File: config.mk
export PLATFORM = sky130hd
export DESIGN_NAME = demux_bit_sequencer
export DESIGN_NICKNAME = d
export VERILOG_FILES = /design/src/rtl/demux_bit_sequencer.sv
export SDC_FILE = /design/constraint.sdc
export NUM_CORES = 1
export LEC_CHECK = 0
export CELL_PAD_IN_SITES_DETAIL_PLACEMENT = 0
export CELL_PAD_IN_SITES_GLOBAL_PLACEMENT = 2
export CORE_UTILIZATION = 32
export CTS_BUF_LIST = sky130_fd_sc_hd__clkbuf_4 sky130_fd_sc_hd__clkbuf_8
export CTS_CLUSTER_SIZE = 16
export DETAILED_ROUTE_END_ITERATION = 6
export GPL_ROUTABILITY_DRIVEN = 0
export GPL_TIMING_DRIVEN = 0
export PLACE_DENSITY = 0.84
export SLEW_MARGIN = 20
export SYNTH_ARGS = -nofsm -noshare
export SYNTH_HDL_FRONTEND = slang
export SYNTH_SLANG_ARGS = --single-unit
export TNS_END_PERCENT = 1
File: constraint.sdc
create_clock -name clk -period 1.5 [get_ports clk]
set_input_delay 0.15 -clock clk [delete_from_list [all_inputs] [get_ports clk]]
set_output_delay 0.15 -clock clk [all_outputs]
set_load 0.05 [all_outputs]
File: src/rtl/demux_bit_sequencer.sv
`default_nettype none
// demux_bit_sequencer: accepts one byte per valid/ready handshake and presents it
// serially to a 1x8 demux, with sel always equal to the index of the bit on ser_out.
module demux_bit_sequencer #(
  parameter int MSB_FIRST = 0,
  parameter int IDLE_GAP  = 0
) (
  input  logic       clk,
  input  logic       rst_n,
  input  logic [7:0] data_in,
  input  logic       data_valid,
  output logic       data_ready,
  input  logic       hold,
  output logic       ser_out,
  output logic       sel2,
  output logic       sel1,
  output logic       sel0,
  output logic       ser_valid,
  output logic       frame_done,
  output logic       busy
);

  typedef enum logic [1:0] {
    IDLE  = 2'd0,
    SHIFT = 2'd1,
    GAP   = 2'd2
  } state_t;

  localparam logic [3:0] GAP_LAST = 4'(IDLE_GAP > 0 ? IDLE_GAP - 1 : 0);

  state_t     state, state_n;
  logic [3:0] p, p_n;
  logic [7:0] byte_q, byte_n;
  logic [3:0] gap_cnt, gap_cnt_n;
  logic [2:0] sel, sel_n;
  logic       ser_out_n;
  logic       ser_valid_n;
  logic       frame_done_n;
  logic [2:0] first_idx;
  logic [2:0] step_idx;

  // Descending order is the bitwise complement of the step for a 3-bit index.
  function automatic logic [2:0] bit_index(input logic [2:0] step);
    return (MSB_FIRST != 0) ? ~step : step;
  endfunction

  assign first_idx  = bit_index(3'd0);
  assign step_idx   = bit_index(p[2:0]);
  assign data_ready = (state == IDLE);
  assign {sel2, sel1, sel0} = sel;

  always_comb begin
    state_n      = state;
    p_n          = p;
    byte_n       = byte_q;
    gap_cnt_n    = gap_cnt;
    sel_n        = sel;
    ser_out_n    = 1'b0;
    ser_valid_n  = 1'b0;
    frame_done_n = 1'b0;
    unique case (state)
      IDLE: begin
        if (data_valid) begin
          byte_n      = data_in;
          sel_n       = first_idx;
          ser_out_n   = data_in[first_idx];
          ser_valid_n = 1'b1;
          p_n         = 4'd1;
          state_n     = SHIFT;
        end
      end
      SHIFT: begin
        if (!hold) begin
          // p only reaches 8 after the last bit, so p[3] marks end of frame.
          if (p[3]) begin
            frame_done_n = 1'b1;
            p_n          = 4'd0;
            gap_cnt_n    = 4'd0;
            state_n      = (IDLE_GAP > 0) ? GAP : IDLE;
          end else begin
            sel_n       = step_idx;
            ser_out_n   = byte_q[step_idx];
            ser_valid_n = 1'b1;
            p_n         = p + 4'd1;
          end
        end
      end
      GAP: begin
        if (gap_cnt == GAP_LAST) begin
          state_n = IDLE;
        end else begin
          gap_cnt_n = gap_cnt + 4'd1;
        end
      end
      default: state_n = IDLE;
    endcase
  end

  always_ff @(posedge clk or negedge rst_n) begin
    if (!rst_n) begin
      state      <= IDLE;
      p          <= 4'd0;
      byte_q     <= 8'd0;
      gap_cnt    <= 4'd0;
      sel        <= 3'd0;
      ser_out    <= 1'b0;
      ser_valid  <= 1'b0;
      frame_done <= 1'b0;
      busy       <= 1'b0;
    end else begin
      state      <= state_n;
      p          <= p_n;
      byte_q     <= byte_n;
      gap_cnt    <= gap_cnt_n;
      sel        <= sel_n;
      ser_out    <= ser_out_n;
      ser_valid  <= ser_valid_n;
      frame_done <= frame_done_n;
      busy       <= (state_n != IDLE);
    end
  end

endmodule
`default_nettype wire
-- Word-level counts from Yosys, hierarchy flattened
Index checks and enable logic that the tools add are counted.
- add/subtract/negate cells: 2
- $lt $le $gt $ge: 1
- equality and inequality tests: 7
- mux-type cells: 30
- reduce and logical (&&, ||, !) cells: 9
- operator list (operator ; count):
    two-way mux 4 bit ; 6
    one-hot mux 4 bit (2 select lines) ; 2
    two-way mux 1 bit ; 10
    inequality test 2 bit, second input constant ; 5
    two-way mux 3 bit ; 3
    adder 4 x 1 -> 4 bit, second input constant ; 2
    two-way mux 2 bit ; 4
    AND reduction 4 bit ; 2
    one-hot mux 2 bit (3 select lines) ; 1
    one-hot mux 3 bit (2 select lines) ; 1
    nonzero test 2 bit ; 3
    zero test 4 bit ; 1
    less-than comparator 3 x 4 -> 1 bit, second input constant ; 1
    one-hot mux 1 bit (2 select lines) ; 2
    binary-select mux 1 bit (select 3 bit) ; 1
    AND reduction 3 bit ; 1
    equality test 2 x 1 -> 1 bit, second input constant ; 1
    equality test 2 bit, second input constant ; 1
    zero test 2 bit ; 1
    AND reduction 2 bit ; 1
- bits in registers: 25
- input bits: 12

-- Depth between registers and ports, before layout
Gate-level depths: netlist of the first run.
- depth in word-level cells: 5
- gate-level depth with buffers: 5

-- Worst setup path after synthesis of the first run
OpenSTA, ideal clock, no wires.
- kind: register to register
- start: reg gap_cnt[0]
- end: reg gap_cnt[0]
- arrival time: 1.274 ns
- required time: 1.375 ns
- setup slack: 0.102 ns
- stages on the path, launching flop included: 6
- period minus slack after synthesis: 1.398 ns
- cell sequence: dfrtp_1 inv_1 ha_1 nor3b_1 o21bai_1 mux2_2
- cells in the longest elaborated chain, start to end: 3
- ends and longest elaborated chain (what ; RTL line ; text):
    from (decl) ; 34 ; logic [3:0] gap_cnt, gap_cnt_n;
    from (signal assigned) ; 114 ; gap_cnt <= gap_cnt_n;
    adder 4 x 1 -> 4 bit or zero test 4 bit (tied branches) ; 92, 89 ;
    two-way mux 4 bit or inequality test 2 bit (tied branches) ; - ;
    one-hot mux 4 bit (2 select lines) or AND reduction 4 bit (tied branches) ; - ;
Parallel ways exist; a longest one is shown, timed or not. The select of a mux whose other input is x is not followed.
A chain may end at the register's enable or synchronous reset.

-- Worst setup path after layout of the first run
Ends and elaborated chain as after synthesis.

==> results.toml, run 1 <==
[synthesis]
synthTopCellsByCount = "dfrtp_1, inv_1, mux2_2"
synthDistinctLibCells = 35
synth-async-reset-ratio = 1.00
yosysMostFrequentCell = "dfrtp_1"
yosysWarnings = 0
syn-num-nets = 116
ys_ff_latch = 25
synth_edf_count = 0
synth.cell_area_um2 = 1210
yosys.area.top_type = "dfrtp_1"
synth_top_area_frac = 0.518
synth-seq-area-share = 0.518
synthCells = 101
avgSynthCellArea_um2 = 12.0
ys_top_cells_by_area = "dfrtp_1, mux2_2, mux2i_1, ha_1, inv_1"
synthFlopType = "dfrtp_1"

[sta]
postLayoutSetupSlackWorst_ps = 33.3
rsz0062_at_grt = "yes"
setup_viol = 0
clock_skew_ps = 2.08
layout_min_cycle_time_ps = 1470
slew_viol_final = 0
fin_tns_setup_ps = 0
period_share = 0.978
max_freq_mhz = 682
fin_hold_ws_ps = 402
worst-slew-pin-transition_ps = 563
maxSlewHeadroom = 0.625
hold_viol_final = 0

[placement]
place_hpwl_um = 1540
post-place-cells = 166
place_ws_ps = -129
portBuffers = 19

[global_routing]
overflow = 0
grt_pass1_wl_um = 3730
antenna_found_initial = 0
grt_start_max_net_pins = 26
grt_usage = 0.120
grt_pass1_vias = 832

[worst_setup_path]
arrival_ps = 1620
crit_path_end_kind = "flip-flop"
reg2regPathDepth = 5
startpoint_type = "flip-flop"
path_class = "reg -> reg"
max_stage_delay_ps = 420
crit_required_ps = 1660
cp.depth = 5
path_cells = "inv_1, ha_1, nor3b_2, o21bai_2, mux2_2"
cp_num_buf_inv = 1
crit_slowest_cell = "dfrtp_1"
critPathMaxFanout = 5
crit_family = "flip-flops"

[cells_and_area]
fin_cells = 173
area_growth_pct = 26.7
num-nets-final = 143
insertedDiodeCount = 0
multi_input_area_um2 = 536
fill_cells = 342
layout-drive-gt1-share = 0.260
seq_area_um2 = 626

[floorplan]
rows = 21
die_h_um = 63.5
die_area_um2 = 4030
initial_core_util = 0.348
io_pins = 20
core-area_um2 = 3470
die_x_um = 63.5

[outcome]
status = "completed"

[clock_tree]
cts_made_buffers = 3
root_buffer = "clkbuf_8"
cts_tree = "done"
cts.clk_slew.worst_paths_ps = 90
cts_buffer_depth = 2
clk_latency_ps = 270
htree_levels = 1
clkSinkCount = 25

[drt]
routed_wl_um = 2150
first_pass_iters = 4
via_per_inst = 4.66
first_iter_violations = 9
antenna_left = 0
drc = 0
vias = 806
post_drt_wl_per_cell_um = 12.4

[run]
maxCapViolations = 0

[pwr]
power_mw = 2.79
p_switching_mw = 1.07
power_frac_comb = 0.450
p_leak_nw = 0.696
p_seq_frac = 0.401
power_density_nw_per_um2 = 1820
irDropWorstVdd_mv = 0.567
clkPwrFrac = 0.149
p_int_mw = 1.72
switching_share = 0.384

[hold_path]
hold_class = "in -> async"
==> power groups by stage <==
stage          combinational, mW  clock, mW  sequential, mW
2_1_floorplan              0.713          0            1.33
3_3_place_gp                1.26          0            1.12
3_5_place_dp                1.28          0            1.14
4_1_cts                     1.24      0.431            1.12
5_1_grt                     1.38      0.466            1.16
6_report                    1.26      0.417            1.12
==> worst reg2reg max path: stages (launching register included) <==
cell and delay, ps:
dfrtp_1 420, inv_1 70, ha_1 190, nor3b_2 170, o21bai_2 160, mux2_2 350
==> metal layers <==
layer / up-vias / global-route usage / part of all wire
li1: 406 / - / -
met1: 378 / 0.162 / 0.50
met2: 18 / 0.185 / 0.44
met3: 4 / 0.0236 / 0.043
met4: 0 / 0.0511 / 0.013
met5: - / 0 / 0
==> metrics by stage <==
| step | cell area (um2) | utilization |
|---|---|---|
| after floorplan | 1210 | - |
| after global placement | 1460 | 0.420 |
| after detailed placement | 1450 | 0.418 |
| after CTS | 1500 | 0.433 |
| after global routing | 1530 | 0.442 |
| final | 1530 | 0.442 |
==> state kept, by name, summed over array words and instances (netlist names) <==
| signal | cells |
|---|---|
| sel | 3 |
| state | 2 |
| byte_q | 8 |
| frame_done | 1 |
| ser_out | 1 |
| ser_valid | 1 |
| p | 4 |
| busy | 1 |
| gap_cnt | 4 |
==> path summary, 6_finish.rpt <==
path                            startpoint          to  slack [ps]
min in group clk                data_in[0]     ser_out         470
max in group asynchronous            rst_n  gap_cnt[1]         730
worst max-delay path            gap_cnt[0]  gap_cnt[0]          30
worst min register to register      sel[2]      sel[2]         520
worst min-delay path                 rst_n   byte_q[1]         400
worst max register to register  gap_cnt[0]  gap_cnt[0]          30
==> what timing repair did <==
action / 4_1_cts / 5_1_grt
endpoints found under the setup margin: 9 / 16
buffers inserted: 0 / 2
hold endpoints to repair: 25 / 0
cloned: 0 / 0
resized for setup: 10 / 6
pin swaps: 0 / 3
hold buffers: 1 / 0
==> cells by family (layout without fill, tap and decap cells) <==
kind of cell	count (synthesis)	after routing	synth area share
flip-flops	25	25	0.518
AO/OA/AOI/OAI	15	15	0.0839
AND/OR/NAND/NOR	29	29	0.158
buffers and inverters	13	39	0.0559
adder cells (fa/ha/maj)	3	3	0.0311
multiplexers	16	16	0.153
==> cells in the final DEF, fill, tap and decap left out, drive strengths merged, types with 2 or more instances in the layout <==
| cell type | n |
|---|---|
| dfrtp | 25 |
| inv | 10 |
| mux2 | 10 |
| clkdlybuf4s50 | 10 |
| dlygate4sd2 | 7 |
| buf | 7 |
| nor2 | 5 |
| mux2i | 5 |
| nand2 | 5 |
| o21ai | 4 |
| a21oi | 4 |
| clkbuf | 4 |
| nand3 | 3 |
| ha | 3 |
| and3 | 2 |
| o22ai | 2 |
| nor3b | 2 |
| nand2b | 2 |
==> area by class of cell <==
| class | count | share of cell area |
|---|---|---|
| Multi-Input combinational cell | 63 | 0.350 |
| Tap cell | 46 | 0.0376 |
| Sequential cell | 25 | 0.408 |
| Inverter | 10 | 0.0245 |
| Timing Repair Buffer | 22 | 0.128 |
| Clock buffer | 4 | 0.0319 |
| Buffer | 3 | 0.0196 |
(Power assumes the default switching activity.)
==> run 2, diff against run 1 <==
--- a/config.mk
+++ b/config.mk
@@ -14,7 +14,7 @@
 export GPL_ROUTABILITY_DRIVEN = 0
 export GPL_TIMING_DRIVEN = 0
 export PLACE_DENSITY = 0.84
-export SLEW_MARGIN = 20
+export SLEW_MARGIN = 25
 export SYNTH_ARGS = -nofsm -noshare
 export SYNTH_HDL_FRONTEND = slang
 export SYNTH_SLANG_ARGS = --single-unit
==> results of run 2 <==
Same layout as run 1: the final DEF is identical, and so are final timing and power.
==> run 3, diff against run 2 <==
--- a/config.mk
+++ b/config.mk
@@ -7,6 +7,7 @@
 export LEC_CHECK = 0
 export CELL_PAD_IN_SITES_DETAIL_PLACEMENT = 0
 export CELL_PAD_IN_SITES_GLOBAL_PLACEMENT = 2
+export CORE_MARGIN = 2
 export CORE_UTILIZATION = 32
 export CTS_BUF_LIST = sky130_fd_sc_hd__clkbuf_4 sky130_fd_sc_hd__clkbuf_8
 export CTS_CLUSTER_SIZE = 16
==> results.toml, run 3 (synthesis gave the netlist of run 1 again) <==
[outcome]
status = "completed"

[worst_setup_path]
critPathMaxFanout = 5
startpoint_type = "flip-flop"
crit_required_ps = 1700
crit_family = "simple AND/OR/NAND/NOR gates"
r2r_slack_ps = 50
path_class = "reg -> reg"
path_cells = "buf_4, ha_1, inv_1, or4_1, a21oi_2"
crit_path_end_kind = "flip-flop"
crit_slowest_cell = "or4_1"
cp_num_buf_inv = 2
arrival_ps = 1650
max_stage_delay_ps = 530

[hold_path]
hold_class = "in -> async"

[global_routing]
grt_usage = 0.109
grt_start_max_net_pins = 26
grt_pass1_vias = 834
antenna_found_initial = 0
grt_pass1_wl_um = 3640
overflow = 0

[floorplan]
core-area_um2 = 3630
rows = 22
initial_core_util = 0.333
die_h_um = 65.5
io_pins = 20
die_area_um2 = 4280
die_x_um = 65.5

[clock_tree]
clk_latency_ps = 260
htree_levels = 1
root_buffer = "clkbuf_8"
cts_made_buffers = 3
cts.clk_slew.worst_paths_ps = 80
cts_tree = "done"
cts_buffer_depth = 2
clkSinkCount = 25

[placement]
place_hpwl_um = 1620
placed_area_um2 = 1450
portBuffers = 19

[cells_and_area]
area_growth_pct = 31.4
insertedDiodeCount = 0
final_area_um2 = 1590
layout-drive-gt1-share = 0.281
layout_commonest_cell = "dfrtp_1"
top_register = "byte_q"
largest_register_ffs = 8
num-nets-final = 144
fill_cells = 358
fin_util = 0.437
reg.largest.list = "byte_q (8), gap_cnt (4), p (4)"
mostFrequentLayoutCells = "dfrtp_1, inv_1, clkdlybuf4s50_1"

[sta]
clock_skew_ps = 2.53
layout_min_cycle_time_ps = 1450
maxSlewHeadroom = 0.632
rsz0062_at_grt = "yes"
period_share = 0.967
hold_viol_final = 0
slew_viol_final = 0
max_freq_mhz = 689
setup_viol = 0
worst-slew-pin-transition_ps = 552
fin_hold_ws_ps = 399

[pwr]
switching_share = 0.383
irDropWorstVdd_mv = 0.822
p_switching_mw = 1.08
power_mw = 2.82
power_frac_comb = 0.465
p_int_mw = 1.74
p_seq_frac = 0.397
power_density_nw_per_um2 = 1780
p_leak_nw = 0.708
clkPwrFrac = 0.139

[drt]
routed_wl_um = 2120
vias = 824
first_pass_iters = 2
post_drt_wl_per_cell_um = 12.0
via_per_inst = 4.68
drc = 0
antenna_left = 0
first_iter_violations = 19

[run]
maxCapViolations = 0
-- run 3: layer usage --
| metal | wire (um) | global-route usage |
|---|---|---|
| met4 | 21 | 0.0313 |
| met2 | 1040 | 0.186 |
| met3 | 80 | 0.0223 |
| met1 | 976 | 0.140 |
| met5 | 0 | 0 |
-- run 3: cell type report --
class                           instances  area (um2)  area share
Buffer                                  3        30.0      0.0189
Sequential cell                        25         626       0.394
Tap cell                               48        60.1      0.0378
Multi-Input combinational cell         63         566       0.356
Inverter                               10        37.5      0.0236
Timing Repair Buffer                   23         223       0.140
Clock inverter                          1        5.00     0.00315
Clock buffer                            3        41.3      0.0260
-- run 3: path summary, 6_finish.rpt --
| path | startpoint | to | cells past startpoint |
|---|---|---|---|
| setup / recovery | gap_cnt[0] | gap_cnt[2] | 5 |
| hold / removal | rst_n | state[1] | 2 |
| setup reg to reg | gap_cnt[0] | gap_cnt[2] | 5 |
| hold reg to reg | byte_q[2] | byte_q[2] | 1 |
| max in group asynchronous | rst_n | byte_q[1] | 2 |
| min in group clk | data_in[0] | ser_out | 3 |
-- run 3: power groups by stage --
stage               combinational [mW]  clock (mW)  sequential [mW]
floorplan                        0.713           0             1.33
global placement                  1.26           0             1.12
detailed placement                1.28           0             1.13
CTS                               1.23       0.405             1.11
global route                      1.43       0.436             1.16
finish                            1.31       0.391             1.12
-- run 3: timing repair --
item                                   4_1_cts  5_1_grt
cloned                                       0        0
pin swaps                                    0        4
hold buffers                                 1        0
endpoints found under the hold margin       25        0
gates resized for setup                     10       10
setup endpoints to repair                   13       14
setup buffers                                0        3
-- run 3: stage by stage --
step	setup TNS, ps	setup slack, ps	instances
2_1_floorplan	0	102	101
3_3_place_gp	-1500	-128	168
3_5_place_dp	-1800	-160	168
4_1_cts	-56.8	-50.5	173
5_1_grt	-26.2	-22.1	176
6_report	0	49.2	176
